File: src/rtl/syscon_mtimer_pkg.sv
// Shared constants for the machine timer: register map, channel layout,
// control/config bit positions and the byte-enable merge helper.
package syscon_mtimer_pkg;

    localparam logic [7:0] REG_MTIME_LO = 8'h00;
    localparam logic [7:0] REG_MTIME_HI = 8'h04;
    localparam logic [7:0] REG_CTRL     = 8'h08;
    localparam logic [7:0] REG_PRESCALE = 8'h0C;
    localparam logic [7:0] REG_IRQ_PEND = 8'h10;
    localparam logic [7:0] REG_IRQ_EN   = 8'h14;

    localparam logic [7:0] CH_BASE   = 8'h20;
    localparam int         CH_STRIDE = 16;
    localparam int         CH_SHIFT  = $clog2(CH_STRIDE);

    // Word index of a register inside one channel block
    localparam logic [1:0] CH_CMP_LO = 2'd0;
    localparam logic [1:0] CH_CMP_HI = 2'd1;
    localparam logic [1:0] CH_PERIOD = 2'd2;
    localparam logic [1:0] CH_CFG    = 2'd3;

    localparam int CFG_EN_BIT  = 0;
    localparam int CFG_PER_BIT = 1;
    localparam int CTRL_EN_BIT = 0;

    function automatic logic [31:0] sel_mask(input logic [3:0] sel);
        logic [31:0] m;
        for (int i = 0; i < 4; i++) begin
            m[i*8 +: 8] = {8{sel[i]}};
        end
        return m;
    endfunction

    function automatic logic [31:0] sel_merge(input logic [31:0] oval,
                                              input logic [31:0] nval,
                                              input logic [3:0]  sel);
        logic [31:0] m;
        m = sel_mask(sel);
        return (oval & ~m) | (nval & m);
    endfunction

endpackage

File: src/rtl/syscon_mtimer_chan.sv
// One compare channel: 64-bit compare value, reload period and config.
// Match is combinational from registered state; the top registers pend.
module syscon_mtimer_chan
    import syscon_mtimer_pkg::*;
(
    input  logic        i_clk,
    input  logic        i_rst_n,
    input  logic [63:0] i_mtime,
    input  logic        i_wr,
    input  logic [1:0]  i_idx,
    input  logic [3:0]  i_sel,
    input  logic [31:0] i_dat,
    output logic        o_match,
    output logic [31:0] o_rdat
);

    logic [63:0] cmp_q, cmp_d;
    logic [31:0] period_q, period_d;
    logic        en_q, en_d;
    logic        per_q, per_d;
    logic [31:0] cfg_cur;
    logic [31:0] wr_word;

    always_comb begin
        o_match  = en_q && (i_mtime >= cmp_q);
        cmp_d    = cmp_q;
        period_d = period_q;
        en_d     = en_q;
        per_d    = per_q;

        // A zero period cannot advance the compare, so it degrades to one-shot
        if (o_match) begin
            if (per_q && (period_q != '0)) begin
                cmp_d = cmp_q + {32'h0, period_q};
            end else begin
                en_d = 1'b0;
            end
        end

        cfg_cur              = '0;
        cfg_cur[CFG_EN_BIT]  = en_q;
        cfg_cur[CFG_PER_BIT] = per_q;

        case (i_idx)
            CH_CMP_LO: o_rdat = cmp_q[31:0];
            CH_CMP_HI: o_rdat = cmp_q[63:32];
            CH_PERIOD: o_rdat = period_q;
            default:   o_rdat = cfg_cur;
        endcase

        // Bus writes override any same-cycle match update
        wr_word = sel_merge(o_rdat, i_dat, i_sel);
        if (i_wr) begin
            case (i_idx)
                CH_CMP_LO: cmp_d[31:0]  = wr_word;
                CH_CMP_HI: cmp_d[63:32] = wr_word;
                CH_PERIOD: period_d     = wr_word;
                default: begin
                    en_d  = wr_word[CFG_EN_BIT];
                    per_d = wr_word[CFG_PER_BIT];
                end
            endcase
        end
    end

    always_ff @(posedge i_clk or negedge i_rst_n) begin
        if (!i_rst_n) begin
            cmp_q    <= '1;
            period_q <= '0;
            en_q     <= 1'b0;
            per_q    <= 1'b0;
        end else begin
            cmp_q    <= cmp_d;
            period_q <= period_d;
            en_q     <= en_d;
            per_q    <= per_d;
        end
    end

endmodule

File: src/rtl/syscon_mtimer.sv
// Machine timer top: prescaler, 64-bit mtime with coherent-read shadow,
// pending/enable interrupt registers and the Wishbone register interface.
module syscon_mtimer
    import syscon_mtimer_pkg::*;
#(
    parameter int N_CMP = 4,
    parameter int AW    = 8,
    parameter int PSW   = 16
) (
    input  logic             i_clk,
    input  logic             i_rst_n,
    input  logic [AW-1:0]    i_wb_adr,
    input  logic [31:0]      i_wb_dat,
    input  logic [3:0]       i_wb_sel,
    input  logic             i_wb_we,
    input  logic             i_wb_cyc,
    input  logic             i_wb_stb,
    output logic [31:0]      o_wb_rdt,
    output logic             o_wb_ack,
    output logic [N_CMP-1:0] o_irq,
    output logic             o_timer_irq
);

    localparam int CW = AW - CH_SHIFT;

    logic             ack_q, ack_d;
    logic [31:0]      rdt_q, rdt_d;
    logic [PSW-1:0]   pcnt_q, pcnt_d;
    logic [63:0]      mtime_q, mtime_d;
    logic [31:0]      shadow_q, shadow_d;
    logic             ctrl_en_q, ctrl_en_d;
    logic [PSW-1:0]   prescale_q, prescale_d;
    logic [N_CMP-1:0] pend_q, pend_d;
    logic [N_CMP-1:0] irq_en_q, irq_en_d;

    logic             req, wr_req, rd_req, tick, is_ch;
    logic [AW-1:0]    adr_w, ch_off;
    logic [CW-1:0]    ch_idx;
    logic [1:0]       ch_word;
    logic [31:0]      ch_rd, rd_val, wr_cur, wr_val, clr_bits;
    logic [63:0]      mtime_inc;
    logic [N_CMP-1:0] match, pend_clr;
    logic [31:0]      chan_rdat [N_CMP];
    logic             unused_bits;

    assign adr_w   = {i_wb_adr[AW-1:2], 2'b00};
    assign ch_off  = adr_w - AW'(CH_BASE);
    assign ch_idx  = ch_off[AW-1:CH_SHIFT];
    assign ch_word = ch_off[CH_SHIFT-1:2];
    assign is_ch   = (adr_w >= AW'(CH_BASE)) && (ch_idx < CW'(N_CMP));

    assign req    = i_wb_cyc & i_wb_stb & ~ack_q;
    assign wr_req = req & i_wb_we;
    assign rd_req = req & ~i_wb_we;

    for (genvar gi = 0; gi < N_CMP; gi++) begin : g_chan
        syscon_mtimer_chan u_chan (
            .i_clk   (i_clk),
            .i_rst_n (i_rst_n),
            .i_mtime (mtime_q),
            .i_wr    (wr_req && is_ch && (ch_idx == CW'(gi))),
            .i_idx   (ch_word),
            .i_sel   (i_wb_sel),
            .i_dat   (i_wb_dat),
            .o_match (match[gi]),
            .o_rdat  (chan_rdat[gi])
        );
    end

    always_comb begin
        ch_rd = '0;
        for (int i = 0; i < N_CMP; i++) begin
            if (ch_idx == CW'(i)) ch_rd = chan_rdat[i];
        end

        rd_val = '0;
        if (is_ch) begin
            rd_val = ch_rd;
        end else begin
            case (adr_w)
                AW'(REG_MTIME_LO): rd_val = mtime_q[31:0];
                AW'(REG_MTIME_HI): rd_val = shadow_q;
                AW'(REG_CTRL):     rd_val = 32'(ctrl_en_q) << CTRL_EN_BIT;
                AW'(REG_PRESCALE): rd_val = 32'(prescale_q);
                AW'(REG_IRQ_PEND): rd_val = 32'(pend_q);
                AW'(REG_IRQ_EN):   rd_val = 32'(irq_en_q);
                default:           rd_val = '0;
            endcase
        end

        // Partial writes to MTIME_HI merge with live mtime, not the shadow
        wr_cur   = (adr_w == AW'(REG_MTIME_HI)) ? mtime_q[63:32] : rd_val;
        wr_val   = sel_merge(wr_cur, i_wb_dat, i_wb_sel);
        clr_bits = i_wb_dat & sel_mask(i_wb_sel);
    end

    always_comb begin
        tick   = ctrl_en_q && (pcnt_q >= prescale_q);
        pcnt_d = pcnt_q;
        if (ctrl_en_q) begin
            pcnt_d = tick ? '0 : pcnt_q + PSW'(1);
        end

        mtime_inc  = mtime_q + 64'(tick);
        mtime_d    = mtime_inc;
        ctrl_en_d  = ctrl_en_q;
        prescale_d = prescale_q;
        irq_en_d   = irq_en_q;
        pend_clr   = '0;

        shadow_d = shadow_q;
        if (rd_req && (adr_w == AW'(REG_MTIME_LO))) begin
            shadow_d = mtime_q[63:32];
        end

        if (wr_req) begin
            case (adr_w)
                AW'(REG_MTIME_LO): mtime_d[31:0]  = wr_val;
                AW'(REG_MTIME_HI): mtime_d[63:32] = wr_val;
                AW'(REG_CTRL):     ctrl_en_d      = wr_val[CTRL_EN_BIT];
                AW'(REG_PRESCALE): prescale_d     = wr_val[PSW-1:0];
                AW'(REG_IRQ_PEND): pend_clr       = clr_bits[N_CMP-1:0];
                AW'(REG_IRQ_EN):   irq_en_d       = wr_val[N_CMP-1:0];
                default: ;
            endcase
        end

        // A match in the same cycle as a clear keeps the bit set
        pend_d = (pend_q & ~pend_clr) | match;
        ack_d  = req;
        rdt_d  = rd_req ? rd_val : '0;
    end

    always_ff @(posedge i_clk or negedge i_rst_n) begin
        if (!i_rst_n) begin
            ack_q      <= 1'b0;
            rdt_q      <= '0;
            pcnt_q     <= '0;
            mtime_q    <= '0;
            shadow_q   <= '0;
            ctrl_en_q  <= 1'b0;
            prescale_q <= '0;
            pend_q     <= '0;
            irq_en_q   <= '0;
        end else begin
            ack_q      <= ack_d;
            rdt_q      <= rdt_d;
            pcnt_q     <= pcnt_d;
            mtime_q    <= mtime_d;
            shadow_q   <= shadow_d;
            ctrl_en_q  <= ctrl_en_d;
            prescale_q <= prescale_d;
            pend_q     <= pend_d;
            irq_en_q   <= irq_en_d;
        end
    end

    assign o_wb_ack    = ack_q;
    assign o_wb_rdt    = rdt_q;
    assign o_irq       = pend_q & irq_en_q;
    assign o_timer_irq = |o_irq;

    assign unused_bits = ^{i_wb_adr[1:0], ch_off[1:0], clr_bits};

endmodule

File: config.mk
export PLATFORM = sky130hd
export DESIGN_NAME = syscon_mtimer
export DESIGN_NICKNAME = d
export VERILOG_FILES = /design/src/rtl/syscon_mtimer_pkg.sv /design/src/rtl/syscon_mtimer_chan.sv /design/src/rtl/syscon_mtimer.sv
export SDC_FILE = /design/constraint.sdc
export NUM_CORES = 2
export LEC_CHECK = 0
export ABC_AREA = 1
export CELL_PAD_IN_SITES_DETAIL_PLACEMENT = 0
export CELL_PAD_IN_SITES_GLOBAL_PLACEMENT = 1
export CORE_MARGIN = 8
export CORE_UTILIZATION = 46
export DETAILED_ROUTE_END_ITERATION = 10
export PLACE_DENSITY_LB_ADDON = 0.1
export SLEW_MARGIN = 25
export SYNTH_ARGS = -nofsm -noshare
export SYNTH_HDL_FRONTEND = slang
export SYNTH_SLANG_ARGS = --single-unit
File: constraint.sdc
create_clock -name i_clk -period 4 [get_ports i_clk]
set_input_delay 0.4 -clock i_clk [delete_from_list [all_inputs] [get_ports i_clk]]
set_output_delay 0.4 -clock i_clk [all_outputs]
set_load 0.02 [all_outputs]
# Word level (Yosys, flattened, before mapping)
# Cells that the tools add are included.
# classes
add_sub_neg	7
order_cmp	7
eq_ne	10
n_mux	54
bitwise	23
n_reduce_logical	36
# ops
op	n
64-bit two-way mux	13
32-bit two-way mux	17
32-bit one-hot mux with 3 select lines	4
64-bit by 32-bit adder with 64-bit output	4
64-bit >= comparator	4
32-bit AND	6
32-bit one-hot mux with 6 select lines	1
32-bit bitwise OR	5
32-bit nonzero test	4
64-bit by 1-bit adder with 64-bit output	1
32-bit NOT	1
2-bit AND reduction	11
16-bit by 1-bit adder with 16-bit output (second input constant)	1
16-bit >= comparator	1
1-bit logical AND	16
1-bit two-way mux	16
16-bit two-way mux	1
6-bit by 2-bit == test with 1-bit output (second input constant)	2
6-bit by 3-bit == test with 1-bit output (second input constant)	2
4-bit AND	2
4-bit by 2-bit == test with 1-bit output (second input constant)	2
8-bit by 6-bit >= comparator with 1-bit output (second input constant)	1
8-bit zero test	1
4-bit two-way mux	2
other kinds (14)	19
# word_totals
register_bits	562
inputBits	49
out_inout_bits	38

# Depth between registers and ports, before layout
# logic_depth
ltp_word	13
mapped_depth	26

# Cells and area by module
# From an unflattened synthesis, not the netlist that was laid out.
# hier_totals
cells_unflattened	8717
area_unflattened_um2	54955.2
# modules_own_cells
module	n_inst	cells_each	area_each_um2
syscon_mtimer	1	1746	11568.6
syscon_mtimer_chan (g_chan[2].u_chan)	1	1769	10971.8
syscon_mtimer_chan (g_chan[3].u_chan)	1	1765	10936.7
syscon_mtimer_chan (g_chan[1].u_chan)	1	1726	10790.3
syscon_mtimer_chan (g_chan[0].u_chan)	1	1711	10687.8

# Worst setup path before layout
# Ideal clock, no wire load.
# synth_path
path_type	reg2reg
from	reg pcnt_q[3]
to	reg mtime_q[62]
arrival_time_ns	3.157
required_ns	3.877
path_slack_ns	0.720
path_stages_with_launch	25
n_path_buf	0
period_less_slack_ns	3.280
cell_sequence	dfrtp_1 -> ha_1 -> nand2_1 -> o21ai_0 -> nand2_1 -> o211ai_1 -> nand2_1 -> nand3_1 -> nand2_1 -> clkinv_1 -> ha_1 -> ha_1 -> nand2_1 -> nor2_1 -> nand2_1 -> nor2_4 -> nand3_1 -> inv_1 -> nand3_1 -> nor2_1 -> nand3_1 -> nor2_1 -> nor2_1 -> o21ai_0 -> nand2_1
# synth_via
elab_chain_cells	5
# synth_rtl
element	line_no	source
start, declared	syscon_mtimer.sv:28	logic [PSW-1:0] pcnt_q, pcnt_d;
start signal, assigned	syscon_mtimer.sv:148	pcnt_q <= pcnt_d;
16-bit >= comparator *	syscon_mtimer.sv:98	tick = ctrl_en_q && (pcnt_q >= prescale_q);
1-bit logical AND *	syscon_mtimer.sv:98	
64-bit by 1-bit adder with 64-bit output *	syscon_mtimer.sv:104	mtime_inc = mtime_q + 64'(tick);
32-bit two-way mux	syscon_mtimer.sv:117	case (adr_w)
64-bit two-way mux *	syscon_mtimer.sv:116	if (wr_req) begin
net mtime_d[62]	syscon_mtimer.sv:29	logic [63:0] mtime_q, mtime_d;
end signal, assigned	syscon_mtimer.sv:149	mtime_q <= mtime_d;
end, declared	syscon_mtimer.sv:29	
# The timed path passes the listed nets; every way through them passes the cells marked *.
# A chain may end at the register's enable or synchronous reset.

# Final worst setup path
# layout_path
from	reg prescale_q[15]
to	reg mtime_q[36]
# layout_via
elab_chain_cells	5
# layout_rtl
element	line_no	source
start, declared	syscon_mtimer.sv:32	logic [PSW-1:0] prescale_q, prescale_d;
start signal, assigned	syscon_mtimer.sv:152	prescale_q <= prescale_d;
16-bit >= comparator *	syscon_mtimer.sv:98	
1-bit logical AND *	syscon_mtimer.sv:98	
64-bit by 1-bit adder with 64-bit output *	syscon_mtimer.sv:104	
32-bit two-way mux	syscon_mtimer.sv:117	
64-bit two-way mux *	syscon_mtimer.sv:116	
net mtime_d[36]	syscon_mtimer.sv:29	
# Marks and branches as above.

==> impl_metrics.json <==
{
  "fin_skew_ps": 62.7,
  "drive_gt1_share_pct": 8.51,
  "timing.final.crit_period_ps": 3750,
  "ys_ff_latch": 562,
  "h-tree-depth": 3,
  "p_per_area_mw_per_mm2": 333,
  "yosysTopAreaCell": "nand2_1",
  "nNetsFinal": 10200,
  "dr_wl_met2_um": 122000,
  "yosysUniqueCellTypes": 64,
  "detail_route.wl_per_cell_um": 26.9,
  "synth_edf_count": 0,
  "first_global_vias": 61500,
  "clkPwrFrac_pct": 35.6,
  "status": "finished, final reports clean",
  "relSlewSlack_pct": 17.1,
  "wl_met3_um": 38400,
  "max-vdd-ir-drop_mv": 0.441,
  "drtIter0Drc": 9884,
  "reg2reg_from": "prescale_q[15]",
  "io_pins": 87,
  "cp_max_fo": 4,
  "via_per_inst": 5.84,
  "finish.utilization_pct": 52.1,
  "die_h_um": 368,
  "cts.clk_slew.worst_paths_ps": 60,
  "core_area_mm2": 0.123,
  "synth_most_common_cell": "nand2_1",
  "ys_seq_area_share_pct": 25.3,
  "vias": 66900,
  "pre_cts_ws_ps": 183,
  "cts_buffers": 75,
  "netlist_top_cells_count": "4,135 x nand2_1, 1,331 x inv_1, 599 x nor2_1",
  "grt_max_degree": 90,
  "fin_ws_ps": 252,
  "netlist_area_mm2": 0.0569,
  "cts-root-buf": "clkbuf_16",
  "avgSynthCellArea_um2": 5.96,
  "critical_path_class": "flip-flop to flip-flop",
  "clock.fmax_mhz": 267,
  "cp.arrival_ps": 4420,
  "drc": 0,
  "die_w_um": 368,
  "pwr-share-seq_pct": 33.0,
  "holdCritPathClass": "input pin to flip-flop",
  "drt-total-wl_um": 308000,
  "synth_area_leaders": "nand2_1 27%, dfrtp_1 13%, dfstp_2 12%, ha_1 8.9%, inv_1 8.8%",
  "finalSetupViolCount": 0,
  "track_usage_pct": 43.9,
  "synth_warnings": 0,
  "cts_tree": "built",
  "synth_top_flop_cell": "dfrtp_1",
  "syn_to_final_growth_pct": 12.8,
  "grt_pass1_wl_um": 437000,
  "maxUsedRoutingLayer": "met5",
  "m1WireLength_um": 119000,
  "routabilityCongestion": 1.18,
  "cp-startpoint": "prescale_q[15]",
  "rsz0062_at_grt": "true",
  "power.switching_w": 0.00863,
  "fp-row-count": 129,
  "antenna_found_initial": 22,
  "hold_slack_ps": 241,
  "p_comb_share_pct": 31.3,
  "critPathLaunchType": "flip-flop",
  "yosysTopAreaCellShare_pct": 27.3,
  "synthCells": 9539,
  "grt_overflow": 0,
  "portBuffers": 84,
  "dp_hpwl_um": 246000,
  "internal-power_w": 0.0127,
  "hold_viol": 0,
  "p_leak_nw": 34.8,
  "cp.required_ps": 4670,
  "cap_violations": 0,
  "finalPower_w": 0.0214,
  "end_kind": "flip-flop",
  "clk_latency_ps": 740,
  "ant_nets": 0,
  "timing.final.crit_share_pct": 93.7,
  "start_util_pct": 46.2,
  "worstMarginPinSlew_ps": 1240,
  "fillerInstances": 12900,
  "min-delay-start": "i_wb_stb",
  "syn-num-nets": 9997,
  "ys_async_sr_fraction_pct": 100,
  "cts.sinks": 562,
  "die_area_mm2": 0.135,
  "clockBufferDepth": 3,
  "drv_slew": 0,
  "swShare_pct": 40.4,
  "first_pass_iters": 9
}
-- layout by cell type, fill, tap and decap left out, drive strengths merged, types with 29 or more instances in the layout --
master and count:
a21oi 425, buf 313, clkbuf 102, clkdlybuf4s50 83
dfrtp 306, dfstp 256, ha 405, inv 1363
nand2 4145, nand3 492, nand4 165, nor2 622
nor3 133, nor4 29, o21ai 339, o221ai 111
or2 110, xnor2 34, xor2 140
-- stage by stage --
stage | instances | setup TNS [ps] | area [µm²]
floorplan | 9539 | 0 | 56900
global placement | 11300 | 0 | 61200
detailed placement | 11300 | 0 | 61200
CTS | 11400 | 0 | 63900
global route | 11500 | -255 | 64100
finish | 11500 | 0 | 64200
-- what timing repair did --
action                                  in CTS  in global routing
resized for setup                            0                 18
hold buffers                                 1                  0
endpoints found under the setup margin       0                 18
endpoints found under the hold margin       60                  0
buffers inserted                             0                  5
-- layout make-up --
cell class                 instances  area [µm²]  share of cell area [%]
tap                             1637        2050                    3.19
timing repair buffer             397        3560                    5.54
sequential                       562       14400                    22.4
clock buffer                     102        2130                    3.32
antenna                           19        47.5                  0.0741
inverter                        1367        5130                    8.00
clock inverter                    38         609                   0.950
multi-input combinational       7339       36200                    56.5
-- cells by family (layout without fill, tap and decap cells) --
| group | Yosys count | count (layout) | synth area share [%] |
|---|---|---|---|
| compound gates | 1005 | 1005 | 10.2 |
| xor+xnor | 174 | 174 | 2.68 |
| fa+ha+maj | 409 | 409 | 9.05 |
| buf+inv | 1638 | 1904 | 11.2 |
| flops | 562 | 562 | 25.3 |
| mux | 22 | 22 | 0.394 |
| other cells | 0 | 19 | 0 |
| simple gates | 5729 | 5729 | 41.2 |
-- power groups by stage --
| stage | logic, W | clock network (W) | registers [W] |
|---|---|---|---|
| 4_1_cts | 0.00641 | 0.00762 | 0.00701 |
| 2_1_floorplan | 0.00400 | 0 | 0.00674 |
| 3_3_place_gp | 0.00629 | 0 | 0.00709 |
| 6_report | 0.00669 | 0.00761 | 0.00706 |
| 5_1_grt | 0.00724 | 0.00782 | 0.00709 |
| 3_5_place_dp | 0.00637 | 0 | 0.00710 |
-- flip-flops by register name (all words and copies together), names as in the netlist --
name / cells
g_chan.u_chan.en_q: 4
shadow_q: 32
o_wb_ack: 1
irq_en_q: 4
g_chan.u_chan.period_q: 128
g_chan.u_chan.per_q: 4
mtime_q: 64
o_wb_rdt: 32
g_chan.u_chan.cmp_q: 256
prescale_q: 16
pend_q: 4
ctrl_en_q: 1
pcnt_q: 16
-- worst max-delay path, cell delays in order, from the launching register on --
cell and delay (ps):
dfrtp_1 350, inv_1 90, ha_1 320, nand4_1 160, nor3_2 170, nand3_1 100, nand3_1 90, nand2_1 70
clkinv_1 100, ha_1 180, ha_1 170, nand2_1 100, nor2_2 160, nand2_2 100, nor2_4 250, nand2_1 120
inv_1 120, nand4_1 140, nor2_2 240, buf_4 150, xor2_1 300, nand2_1 130, nand2_1 100
-- metal layers --
layer | global-route usage (%) | vias to the layer above
li1 | - | 30500
met1 | 55.6 | 30900
met2 | 62.2 | 4332
met3 | 13.6 | 1124
met4 | 32.7 | 12
met5 | 0 | -
-- final timing paths --
path                                               to  slack [ps]  cells past startpoint
min in group asynchronous               prescale_q[1]         330                      2
max reg2reg                               mtime_q[36]         250                     22
min                                          o_wb_ack         240                      3
max in group asynchronous  g_chan[3].u_chan.cmp_q[54]        2480                      3
max                                       mtime_q[36]         250                     22
min reg2reg                            prescale_q[13]         480                      2
Power figures use the tool's default switching activity.
